$ cat config.mk
export PLATFORM = sky130hd
export DESIGN_NAME = result_matrix_writeback
export DESIGN_NICKNAME = d
export VERILOG_FILES = /design/src/rtl/result_matrix_writeback.sv
export SDC_FILE = /design/constraint.sdc
export NUM_CORES = 1
export LEC_CHECK = 0
export CORE_UTILIZATION = 31
export CTS_BUF_LIST = sky130_fd_sc_hd__clkbuf_16
export DETAILED_ROUTE_END_ITERATION = 16
export SLEW_MARGIN = 10
export SYNTH_ARGS = -nofsm -noshare
export SYNTH_HDL_FRONTEND = slang
export SYNTH_SLANG_ARGS = --single-unit
$ cat constraint.sdc
create_clock -name clk -period 2.55 [get_ports clk]
set_clock_uncertainty 0.15 [all_clocks]
set_input_delay 0.51 -clock clk [delete_from_list [all_inputs] [get_ports clk]]
set_output_delay 0.51 -clock clk [all_outputs]
set_load 0.02 [all_outputs]
$ cat src/rtl/result_matrix_writeback.sv
// De-skews the systolic array's drained result matrix into a max_dim x max_dim buffer
// and writes it back one row per bus beat. Define WB_TRANSPOSE_EN for column-major beats.
module result_matrix_writeback #(
    parameter int data_width = 32,
    parameter int bus_width  = 64,
    localparam int max_dim   = bus_width / data_width,
    localparam int ROW_W     = (max_dim > 1) ? $clog2(max_dim) : 1
) (
    input  logic                          clk,
    input  logic                          reset,
    input  logic                          done,
    input  logic                          start_bit,
    input  logic [max_dim*data_width-1:0] vector_c,
    input  logic [max_dim-1:0]            vector_c_valid,
    input  logic                          mem_ready,
    output logic [max_dim*data_width-1:0] bus_out,
    output logic                          write_enable_C,
    output logic [ROW_W-1:0]              row_addr,
    output logic                          done_write_C,
    output logic                          overflow_err
);

    localparam int CNT_W = $clog2(max_dim + 1);

    typedef enum logic [1:0] {
        ST_IDLE    = 2'd0,
        ST_COLLECT = 2'd1,
        ST_WRITE   = 2'd2,
        ST_FINISH  = 2'd3
    } state_t;

    state_t                        state_q, state_d;
    logic [CNT_W-1:0]              cnt_q [max_dim];
    logic [CNT_W-1:0]              cnt_d [max_dim];
    logic [data_width-1:0]         mat_q [max_dim][max_dim];
    logic [data_width-1:0]         mat_d [max_dim][max_dim];
    logic [max_dim*data_width-1:0] bus_out_q, bus_out_d;
    logic                          we_q, we_d;
    logic [ROW_W-1:0]              row_q, row_d;
    logic                          done_wr_q, done_wr_d;
    logic                          ovf_q, ovf_d;

    logic                          all_full_s;
    logic [ROW_W-1:0]              sel_row_s;
    logic [max_dim*data_width-1:0] sel_beat_s;

    // Capture is complete once every lane has delivered max_dim elements.
    always_comb begin
        all_full_s = 1'b1;
        for (int k = 0; k < max_dim; k++) begin
            all_full_s = all_full_s & (cnt_q[k] == CNT_W'(max_dim));
        end
    end

    // Beat that will be presented after the next edge: row 0 on entry, else the following row.
    always_comb begin
        sel_row_s  = (state_q == ST_WRITE) ? (row_q + ROW_W'(1)) : '0;
        sel_beat_s = '0;
        for (int r = 0; r < max_dim; r++) begin
            for (int k = 0; k < max_dim; k++) begin
`ifdef WB_TRANSPOSE_EN
                sel_beat_s[k*data_width +: data_width] = sel_beat_s[k*data_width +: data_width] |
                    ((sel_row_s == ROW_W'(r)) ? mat_q[k][r] : '0);
`else
                sel_beat_s[k*data_width +: data_width] = sel_beat_s[k*data_width +: data_width] |
                    ((sel_row_s == ROW_W'(r)) ? mat_q[r][k] : '0);
`endif
            end
        end
    end

    // Next-state and next-output logic for capture and writeback.
    always_comb begin
        state_d   = state_q;
        cnt_d     = cnt_q;
        mat_d     = mat_q;
        bus_out_d = bus_out_q;
        we_d      = we_q;
        row_d     = row_q;
        done_wr_d = done_wr_q;
        ovf_d     = ovf_q;

        case (state_q)
            ST_IDLE: begin
                if (start_bit) begin
                    state_d = ST_COLLECT;
                end else begin
                    state_d = ST_IDLE;
                end
            end
            ST_COLLECT: begin
                // Each lane fills its own column top-down, independent of the others.
                for (int k = 0; k < max_dim; k++) begin
                    if (vector_c_valid[k]) begin
                        if (cnt_q[k] == CNT_W'(max_dim)) begin
                            ovf_d = 1'b1;
                        end else begin
                            for (int r = 0; r < max_dim; r++) begin
                                if (cnt_q[k] == CNT_W'(r)) begin
                                    mat_d[r][k] = vector_c[k*data_width +: data_width];
                                end else begin
                                    mat_d[r][k] = mat_q[r][k];
                                end
                            end
                            cnt_d[k] = cnt_q[k] + CNT_W'(1);
                        end
                    end else begin
                        cnt_d[k] = cnt_q[k];
                    end
                end
                if (all_full_s) begin
                    state_d   = ST_WRITE;
                    we_d      = 1'b1;
                    row_d     = '0;
                    bus_out_d = sel_beat_s;
                end else begin
                    state_d = ST_COLLECT;
                end
            end
            ST_WRITE: begin
                if (mem_ready) begin
                    if (row_q == ROW_W'(max_dim - 1)) begin
                        state_d   = ST_FINISH;
                        we_d      = 1'b0;
                        bus_out_d = '0;
                        row_d     = '0;
                        done_wr_d = 1'b1;
                    end else begin
                        row_d     = row_q + ROW_W'(1);
                        bus_out_d = sel_beat_s;
                    end
                end else begin
                    state_d = ST_WRITE;
                end
            end
            ST_FINISH: begin
                state_d = ST_FINISH;
            end
            default: begin
                state_d = ST_IDLE;
            end
        endcase
    end

    // State and output registers; reset and done both discard everything.
    always_ff @(posedge clk) begin
        if (reset || done) begin
            state_q   <= ST_IDLE;
            bus_out_q <= '0;
            we_q      <= 1'b0;
            row_q     <= '0;
            done_wr_q <= 1'b0;
            ovf_q     <= 1'b0;
            for (int k = 0; k < max_dim; k++) begin
                cnt_q[k] <= '0;
            end
            for (int r = 0; r < max_dim; r++) begin
                for (int k = 0; k < max_dim; k++) begin
                    mat_q[r][k] <= '0;
                end
            end
        end else begin
            state_q   <= state_d;
            bus_out_q <= bus_out_d;
            we_q      <= we_d;
            row_q     <= row_d;
            done_wr_q <= done_wr_d;
            ovf_q     <= ovf_d;
            cnt_q     <= cnt_d;
            mat_q     <= mat_d;
        end
    end

    assign bus_out        = bus_out_q;
    assign write_enable_C = we_q;
    assign row_addr       = row_q;
    assign done_write_C   = done_wr_q;
    assign overflow_err   = ovf_q;

endmodule

# After elaboration in Yosys (flattened, before gate mapping)

Index checks and enable logic that the tools add are counted.

Logic and storage cells: 71
Register bits: 202
Input port bits: 71
Output and inout port bits: 68

Bitwise operators: 5
Eq/ne operators: 11
Reduce and logical (&&, ||, !) cells: 14
Muxes and demuxes: 26
Add/sub/neg operators: 3

Operator list:

| kind                  | number |
|---|---|
| $mux W64              | 3 |
| $mux W32              | 4 |
| $pmux W64 S2          | 1 |
| $or A32 B32 Y32       | 2 |
| $reduce_and A4 Y1     | 5 |
| $mux W1               | 12 |
| $reduce_and A3 Y1     | 4 |
| $eq A2 B2 Y1 const B  | 4 |
| $pmux W2 S4           | 1 |
| $eq A2 B1 Y1 const B  | 3 |
| $logic_not A2 Y1      | 3 |
| $mux W2               | 3 |
| $ne A2 B2 Y1 const B  | 3 |
| $add A2 B1 Y2 const B | 2 |
| $pmux W1 S2           | 2 |
| $ne A3 B3 Y1 const B  | 1 |
| $not A1 Y1            | 2 |
| $reduce_bool A2 Y1    | 1 |
| $add A1 B1 Y1 const B | 1 |
| $and A1 B1 Y1         | 1 |
| $logic_or A1 B1 Y1    | 1 |

# Logic depth before layout (Yosys ltp)

Gate-level depths: netlist (run 1).

Word-level depth: 7
Depth in mapped cells: 7
Mapped depth without buffers: 5

# Worst setup path before layout (run 1)

Ideal clock, no wire load.

Kind: register -> register
Start: register cnt_q[2] (netlist bit)
End: register bus_out_q[13] (netlist: bus_out[13])
Setup slack: 0.774 ns
Buffers on the path: 2
Data arrival time: 1.540 ns
Required time: 2.314 ns
Stages on the path, launching flop included: 8
Library setup time: 0.086 ns
Clock period less this slack: 1.776 ns
Cells stage by stage: dfxtp_1 inv_1 ha_1 and4b_1 or2_1 buf_2 buf_2 a211oi_1

Longest elaborated chain between the ends: 4

Ends and longest elaborated chain:

| item                               | RTL line | text |
|---|---|---|
| start, declared                    | 33       | `logic [CNT_W-1:0] cnt_q [max_dim];` |
| start signal, assigned             | 169      | `cnt_q <= cnt_d;` |
| $eq A2 B2 Y1                       | 51       | `all_full_s = all_full_s & (cnt_q[k] == CNT_W'(max_dim));` |
| $and A1 B1 Y1                      | 51       |  |
| $ne A2 B2 Y1 (no source line)      | --       |  |
| $reduce_and A3 Y1 (no source line) | --       |  |
| end signal, assigned               | 164      | `bus_out_q <= bus_out_d;` |
| end, declared                      | 37       | `logic [max_dim*data_width-1:0] bus_out_q, bus_out_d;` |

No other way between the ends.
A chain may end at the register's enable or synchronous reset.

# Worst setup path in the final report (run 1)

Start: register row_q (netlist: row_addr)
End: output port row_addr

RTL lines:

| item                   | RTL line | text |
|---|---|---|
| start, declared        | 39       | `logic [ROW_W-1:0] row_q, row_d;` |
| start signal, assigned | 166      | `row_q <= row_d;` |
| end, declared          | 18       | `output logic [ROW_W-1:0] row_addr,` |

No word-level cell between the ends.

==> flow_summary.ini, run 1 <==
[timing]
hold_viol = 0
rsz0062_at_grt = false
maxSlewViolCount = 0
fmaxAchievable_mhz = 457
min_period_ns = 2.19
tns_ns = 0
setup_slack_ns = 0.360
maxSlewHeadroom_pct = 59.2
tightest_slew_ns = 0.612
setup_viol = 0
min_period_over_period_pct = 85.9

[setup_path]
critPathLaunchType = flip-flop
worstRegToRegCells = 6
slowest_delay_ns = 0.63
path_delay_family = buffers and inverters
r2r_start = cnt_q[2]$_SDFFE_PP0P_
crit_path_end_kind = output pin
cp_slowest_cell = clkdlybuf4s50_1
crit_type = flip-flop to output pin
cp_data_required_time_ns = 1.89
path_buf_inv = 1
reg2reg_setup_slack_ns = 0.50
rr_endpoint = bus_out[28]$_SDFFE_PP0P_
crit_arrival_ns = 1.53
crit_chain = clkdlybuf4s50_1
cp_max_fo = 4

[clock_network]
clkLatencyLatePin_ns = 0.50
cts.path.max_buffers = 3
cts_resized = 0
cts_root_buf = clkbuf_16
clk_pin_slew_ns = 0.06
cts_max_level = 1
cts_hold_buffers = 0
clock-sinks = 202
cts_tree = done
cts_setup_buffers = 0
cts-buffers-inserted = 23

[cells_and_area]
n_fill_cell = 2720
post-route-util_pct = 40.5
drive_gt1_share_pct = 6.38
area_growth_pct = 27.9
diodes = 0
ff_latch_area_um2 = 4050
nNetsFinal = 1161
design_area_um2 = 11000
multiInputGateArea_um2 = 3990

[global_routing]
antenna_found_initial = 0
grt_pass1_wl_mm = 42.2
grt_use_total_pct = 18.2
grt_max_degree = 67
grt_pass1_vias = 7672
grt_overflow = 0

[yosys]
syn_inst = 1022
synth_nets = 1099
ys_warn_count = 0
synth_area_um2 = 8570
synth_area_per_cell_um2 = 8.38
yosys_register_bits = 202
yosysSeqAreaShare_pct = 47.2
ys_types = 26

[drt]
routedWlPerCell_um = 18.2
vias_per_cell = 5.44
routed_wl_mm = 26.2
drc = 0
dr.first_iter.drc_count = 651
vias = 7823
firstDrtPassIters = 5
ant_nets = 0

[placement]
place_ws_ns = 0.260
io_buffer_count = 138
placed_area_um2 = 10300
gp_congestion = 0.760
dp_hpwl_mm = 15.2

[flow_run]
drv_cap = 0

[min_path]
min_delay_path_depth = 2
hold_path_end = done_write_C$_SDFFE_PP0P_
hold_path.startpoint = done_write_C$_SDFFE_PP0P_
min_path_type = flip-flop to flip-flop

[power_and_ir_drop]
irDropWorstVdd_v = 0.000365
power.density_nw_per_um2 = 602
leakage_nw = 3.17

[die]
rows = 60
fp.dieH_um = 168
initial_utilization_pct = 31.7
dieArea_um2 = 28300
die_w_um = 168
io_pins = 139
core_area_um2 = 27000

[run_status]
outcome = finished, final reports clean
synth_stat cells (all sizes together):
cell	count	share of area, %
o21ai	129	7.5
ha	6	0.88
buf	29	1.6
nand2	8	0.35
and4b	1	0.12
inv	10	0.44
nand4bb	2	0.26
nor3	64	3.7
nand4b	1	0.10
a21oi	200	12
a211oi	66	5.8
dfxtp	202	47
nor2	3	0.13
and4bb	3	0.44
and3b	1	0.10
a31oi	1	0.073
nor4bb	63	7.4
a22o	1	0.10
nand2b	1	0.073
nand3	129	7.5
or2	2	0.15
clkbuf	100	4.4
worst max path at each step:
stage                                  from  cells past startpoint                        to
floorplan             cnt_q[2]$_SDFFE_PP0P_                      7  bus_out[13]$_SDFFE_PP0P_
global placement                  mem_ready                      5     row_addr$_SDFFE_PP0P_
detailed placement                mem_ready                      5  bus_out[20]$_SDFFE_PP0P_
CTS                   row_addr$_SDFFE_PP0P_                      1                  row_addr
global route        bus_out[1]$_SDFFE_PP0P_                      1                bus_out[1]
finish                row_addr$_SDFFE_PP0P_                      1                  row_addr
through the flow:
stage / hold WS [ns] / std cells / power, W
3_5_place_dp: 0.299 / 1400 / 0.00358
2_1_floorplan: 0.298 / 1022 / 0.00337
5_1_grt: 0.325 / 1439 / 0.00682
3_3_place_gp: 0.295 / 1400 / 0.00358
6_report: 0.317 / 1439 / 0.00659
4_1_cts: 0.317 / 1439 / 0.00667
placed cells by master, fill, tap and decap left out, types with 2 or more instances in the layout:
master           synthesis  final
a21oi_1                200    200
clkinv_2                 0      4
and4bb_2                 2      2
clkinv_1                 0      4
buf_4                    0     15
nor2_1                   3      3
clkdlybuf4s50_1          0    138
ha_1                     6      6
buf_12                   0     13
clkbuf_16                0     23
nor3_1                  64     64
dfxtp_1                202    199
o21ai_0                129    129
bufinv_16                0      2
inv_1                   10     15
nand3_1                129    129
nand4bb_2                0      2
nand2_1                  8      8
a211oi_1                66     66
dfxtp_2                  0      3
nor4bb_1                63     63
flip-flops by register name (all words and copies together) (netlist names):
signal          cells
state_q             2
cnt_q               4
write_enable_C      1
row_addr            1
bus_out            64
mat_q             128
done_write_C        1
overflow_err        1
layout make-up:
| class | instances | area share [%] |
|---|---|---|
| multi-input combinational | 681 | 36.5 |
| inverter | 10 | 0.343 |
| timing repair buffer | 166 | 16.0 |
| tap | 341 | 3.89 |
| clock buffer | 23 | 5.25 |
| clock inverter | 16 | 1.11 |
| sequential | 202 | 36.9 |
metal layers:
metal / vias up / global-route usage (%) / wire, um
met5: - / 0 / 0
met4: 0 / 5.93 / 654
met3: 34 / 2.52 / 1400
met2: 230 / 30.0 / 12500
met1: 3660 / 24.6 / 11600
li1: 3899 / - / -
report_power, final:
| group | total, W | switching (W) | internal [W] |
|---|---|---|---|
| logic | 0.000334 | 0.000191 | 0.000143 |
| clock network | 0.00308 | 0.00126 | 0.00182 |
| registers | 0.00317 | 0.00000709 | 0.00317 |
worst reg2reg max path: stages (launching register included):
cell	delay, ns
dfxtp_1	0.32
inv_1	0.10
ha_1	0.27
and4b_2	0.30
buf_4	0.46
nor3_1	0.11
a211oi_1	0.24
kinds of logic (layout without fill, tap and decap cells):
logic type                 Yosys count  in the layout  share of synthesized area, %
AOI/OAI and AO/OA                  397            397                          25.2
adders and majority gates            6              6                         0.876
buffers and inverters              139            215                          6.41
DFF                                202            202                          47.2
and+or+nand+nor                    278            278                          20.4
Note: power is estimated with default switching activity, not from simulation.
==> inputs of run 2 (changes only) <==
==> constraint.sdc (replaced) <==
create_clock -name clk -period 2.1 [get_ports clk]
set_clock_uncertainty 0.15 [all_clocks]
set_input_delay 0.42 -clock clk [delete_from_list [all_inputs] [get_ports clk]]
set_output_delay 0.42 -clock clk [all_outputs]
set_load 0.02 [all_outputs]
==> flow_summary.ini, run 2 (synthesis results as in run 1) <==
[run_status]
outcome = finished, final reports clean

[cells_and_area]
drive_gt1_share_pct = 7.62
post-route-util_pct = 41.2
most-common-layout-cells = 200 x a21oi_1, 199 x dfxtp_1, 129 x nand3_1, 129 x o21ai_0, 123 x clkdlybuf4s50_1
diodes = 0
largest_reg_flops = 128
design_area_um2 = 11100
final_common_cell = a21oi_1
area_growth_pct = 29.8
nNetsFinal = 1180
largest_register = mat_q

[drt]
routed-wl-met3_mm = 1.50
routed_wl_mm = 26.2
wl_met1_mm = 11.6
dr.first_iter.drc_count = 665
firstDrtPassIters = 5
drc = 0
vias = 8017
highest_layer = met4
vias_per_cell = 5.51
wl_met2_mm = 12.5
routedWlPerCell_um = 18.0
ant_nets = 0

[placement]
placed_area_um2 = 10500
dp_hpwl_mm = 16.1
io_buffer_count = 138
gp_congestion = 0.751

[clock_network]
clkLatencyLatePin_ns = 0.50
cts-buffers-inserted = 23
cts_hold_buffers = 0
cts_tree = done
clk_pin_slew_ns = 0.06
clock-sinks = 202
cts_max_level = 1
cts.path.max_buffers = 3
cts_root_buf = clkbuf_16

[power_and_ir_drop]
irDropWorstVdd_v = 0.000361
total_power_w = 0.00779
leakage_nw = 3.50
power.density_nw_per_um2 = 700

[flow_run]
drv_cap = 0

[timing]
setup_viol = 0
hold_ws_ns = 0.306
min_period_over_period_pct = 98.6
tightest_slew_ns = 0.546
min_period_ns = 2.07
rsz0062_at_grt = false
maxSlewHeadroom_pct = 63.6
fmaxAchievable_mhz = 483
maxSlewViolCount = 0
hold_viol = 0

[die]
rows = 60
die_w_um = 168
io_pins = 139
initial_utilization_pct = 31.7
dieArea_um2 = 28300
core_area_um2 = 27000
fp.dieH_um = 168

[setup_path]
cp_max_fo = 2
path_delay_family = buffers and inverters
cp_slowest_cell = clkdlybuf4s50_1
critPathLaunchType = flip-flop
slowest_delay_ns = 0.63
crit_type = flip-flop to output pin
crit_chain = clkdlybuf4s50_1
r2r_start = cnt_q[2]$_SDFFE_PP0P_
path_buf_inv = 1
cp_data_required_time_ns = 1.53
crit_path_end_kind = output pin
crit_arrival_ns = 1.50
cp_num_cells = 1
rr_endpoint = bus_out[8]$_SDFFE_PP0P_
reg2reg_setup_slack_ns = 0.14
worstRegToRegCells = 6

[min_path]
min_delay_path_depth = 2
hold_path_end = done_write_C$_SDFFE_PP0P_
hold_path.startpoint = done_write_C$_SDFFE_PP0P_
min_path_type = flip-flop to flip-flop

[global_routing]
grt_use_total_pct = 18.3
grt_pass1_wl_mm = 42.2
grt_overflow = 0
antenna_found_initial = 0
grt_max_degree = 67
grt_pass1_vias = 7676
run 2: worst max path at each step:
stage                             startpoint                        to  slack [ns]
CTS                 bus_out[60]$_SDFFE_PP0P_               bus_out[60]       0.003
detailed placement                 mem_ready   bus_out[8]$_SDFFE_PP0P_       -0.04
global route        bus_out[52]$_SDFFE_PP0P_               bus_out[52]      0.0004
finish              bus_out[58]$_SDFFE_PP0P_               bus_out[58]        0.03
global placement                   mem_ready  bus_out[45]$_SDFFE_PP0P_       -0.02
floorplan              cnt_q[2]$_SDFFE_PP0P_  bus_out[13]$_SDFFE_PP0P_        0.32
run 2: report_power, final:
part	switching [W]	internal, W	total (W)
Clock	0.00155	0.00196	0.00351
Sequential	0.00000817	0.00385	0.00385
Combinational	0.000233	0.000185	0.000418
Total	0.00179	0.00600	0.00779
run 2: stage by stage:
stage | TNS [ns] | instances | worst slack (ns)
5_1_grt | 0 | 1456 | 0.000392
4_1_cts | 0 | 1456 | 0.00339
3_5_place_dp | -0.228 | 1419 | -0.0370
6_report | 0 | 1456 | 0.0301
3_3_place_gp | -0.427 | 1419 | -0.0223
2_1_floorplan | 0 | 1022 | 0.324
run 2: timing repair:
item | CTS | global route
resized for setup | 4 | 11
gates cloned | 0 | 0
endpoints found under the setup margin | 4 | 11
setup buffers | 0 | 0
run 2: tightest hold or removal path: stages, from the launching register on:
cell,delay [ns]
dfxtp_1,0.31
inv_1,0.05
a21oi_1,0.05
run 2: layer usage:
metal	up-vias	GRT usage (%)
met5	-	0
met4	0	5.93
met1	3806	24.7
met3	37	2.75
li1	3938	-
met2	236	29.7
run 2: cell type report:
type,count,area (um^2)
Tap cell,341,427
Inverter,10,37.5
Multi-Input combinational cell,681,3990
Timing Repair Buffer,185,1980
Sequential cell,202,4050
Clock inverter,14,62.6
Clock buffer,23,576
Fill cell,2748,15900
==> inputs of run 3 (changes only) <==
--- a/config.mk
+++ b/config.mk
@@ -8,6 +8,7 @@
 export CORE_UTILIZATION = 31
 export CTS_BUF_LIST = sky130_fd_sc_hd__clkbuf_16
 export DETAILED_ROUTE_END_ITERATION = 16
+export PLACE_DENSITY = 0.53
 export SLEW_MARGIN = 10
 export SYNTH_ARGS = -nofsm -noshare
 export SYNTH_HDL_FRONTEND = slang
==> flow_summary.ini, run 3 (synthesis results as in run 1) <==
[run_status]
outcome = finished, final reports clean

[drt]
ant_nets = 0
drc = 0
dr.first_iter.drc_count = 585
routedWlPerCell_um = 18.7
firstDrtPassIters = 5
vias = 7977
routed_wl_mm = 27.4
vias_per_cell = 5.45

[die]
core_area_um2 = 27000
io_pins = 139
dieArea_um2 = 28300
die_w_um = 168
rows = 60
fp.dieH_um = 168
initial_utilization_pct = 31.7

[power_and_ir_drop]
total_power_w = 0.00814
swShare_pct = 22.8
irDropWorstVdd_v = 0.000471
clockPowerShare_pct = 47.4
intPower_w = 0.00629
p_seq_share_pct = 47.3
power.switching_w = 0.00185
power.density_nw_per_um2 = 726
leakage_nw = 3.47
combPwrFrac_pct = 5.3

[timing]
setup_slack_ns = 0.0230
min_period_over_period_pct = 98.9
maxSlewHeadroom_pct = 72.9
tns_ns = 0
maxSlewViolCount = 0
setup_viol = 0
rsz0062_at_grt = false
fmaxAchievable_mhz = 481
hold_ws_ns = 0.317
tightest_slew_ns = 0.407
min_period_ns = 2.08
hold_viol = 0

[cells_and_area]
drive_gt1_share_pct = 8.55
nNetsFinal = 1185
post-route-util_pct = 41.5
most-common-layout-cells = 200 x a21oi_1, 199 x dfxtp_1, 129 x nand3_1, 129 x o21ai_0, 125 x clkdlybuf4s50_1
area_growth_pct = 30.8
largest_register = mat_q
largest_reg_flops = 128
diodes = 0
final_common_cell = a21oi_1
ff_latch_area_um2 = 4050
multiInputGateArea_um2 = 4000
n_fill_cell = 2737

[setup_path]
critPathLaunchType = flip-flop
worstSetupStartpoint = bus_out[25]$_SDFFE_PP0P_
slowest_delay_ns = 0.63
crit_chain = clkdlybuf4s50_1
path_delay_family = buffers and inverters
cp_data_required_time_ns = 1.53
r2r_start = cnt_q[0]$_SDFFE_PP0P_
cp_max_fo = 2
path_buf_inv = 1
crit_arrival_ns = 1.51
crit_type = flip-flop to output pin
crit_path_end_kind = output pin
cp_slowest_cell = clkdlybuf4s50_1

[min_path]
min_path_type = flip-flop to flip-flop
hold_path.startpoint = mat_q[43]$_SDFFE_PP0P_

[global_routing]
grt_max_degree = 67
grt_use_total_pct = 18.7
grt_pass1_wl_mm = 42.9
antenna_found_initial = 0
grt_overflow = 0
grt_pass1_vias = 7667

[placement]
dp_hpwl_mm = 16.7
place_ws_ns = -0.0575
io_buffer_count = 138
gp_congestion = 0.745

[clock_network]
cts_hold_buffers = 0
cts_root_buf = clkbuf_16
cts.path.max_buffers = 3
cts_max_level = 1
clk_pin_slew_ns = 0.06
clkLatencyLatePin_ns = 0.51
cts_tree = done
cts-buffers-inserted = 24
cts_resized = 6
clock-sinks = 202
cts_setup_buffers = 0

[flow_run]
drv_cap = 0
==> run 3: final cells by class <==
cell class              instances  share of cell area, %
clock buffers                  25                   5.58
clock inverters                16                  0.871
inverters                      10                  0.335
multi-input cells             681                   35.7
flip-flops and latches        202                   36.1
well taps                     341                   3.81
repair buffers                189                   17.6
==> run 3: layer usage <==
| metal | vias to the layer above | wire [um] | part of all wire (%) | track usage, % |
|---|---|---|---|---|
| met2 | 210 | 12900 | 47 | 30.3 |
| li1 | 3953 | - | - | - |
| met5 | - | 0 | 0 | 0 |
| met4 | 0 | 570 | 2.1 | 4.94 |
| met3 | 38 | 1370 | 5.0 | 2.66 |
| met1 | 3776 | 12600 | 46 | 26.0 |
==> run 3: stage by stage <==
stage,area [um^2],cells
5_1_grt,11200,1464
6_report,11200,1464
3_3_place_gp,10500,1423
3_5_place_dp,10500,1423
2_1_floorplan,8570,1022
4_1_cts,11200,1464
==> run 3: worst paths after layout <==
kind	depth (start not counted)	slack (ns)	end
max	1	0.02	bus_out[25]
min	2	0.32	mat_q[43]$_SDFFE_PP0P_
max reg2reg	6	0.11	bus_out[57]$_SDFFE_PP0P_
min reg2reg	2	0.32	mat_q[43]$_SDFFE_PP0P_
==> run 3: power by group through the flow <==
stage	combinational (W)	clock [W]	sequential (W)
floorplan	0.000163	0	0.00394
global route	0.000457	0.00411	0.00385
CTS	0.000429	0.00394	0.00385
detailed placement	0.000427	0	0.00394
finish	0.000428	0.00386	0.00385
global placement	0.000430	0	0.00394
==> run 3: tightest hold or removal path: stages, from the launching register on <==
cell	delay [ns]
dfxtp_1	0.30
o21ai_0	0.06
a21oi_1	0.06
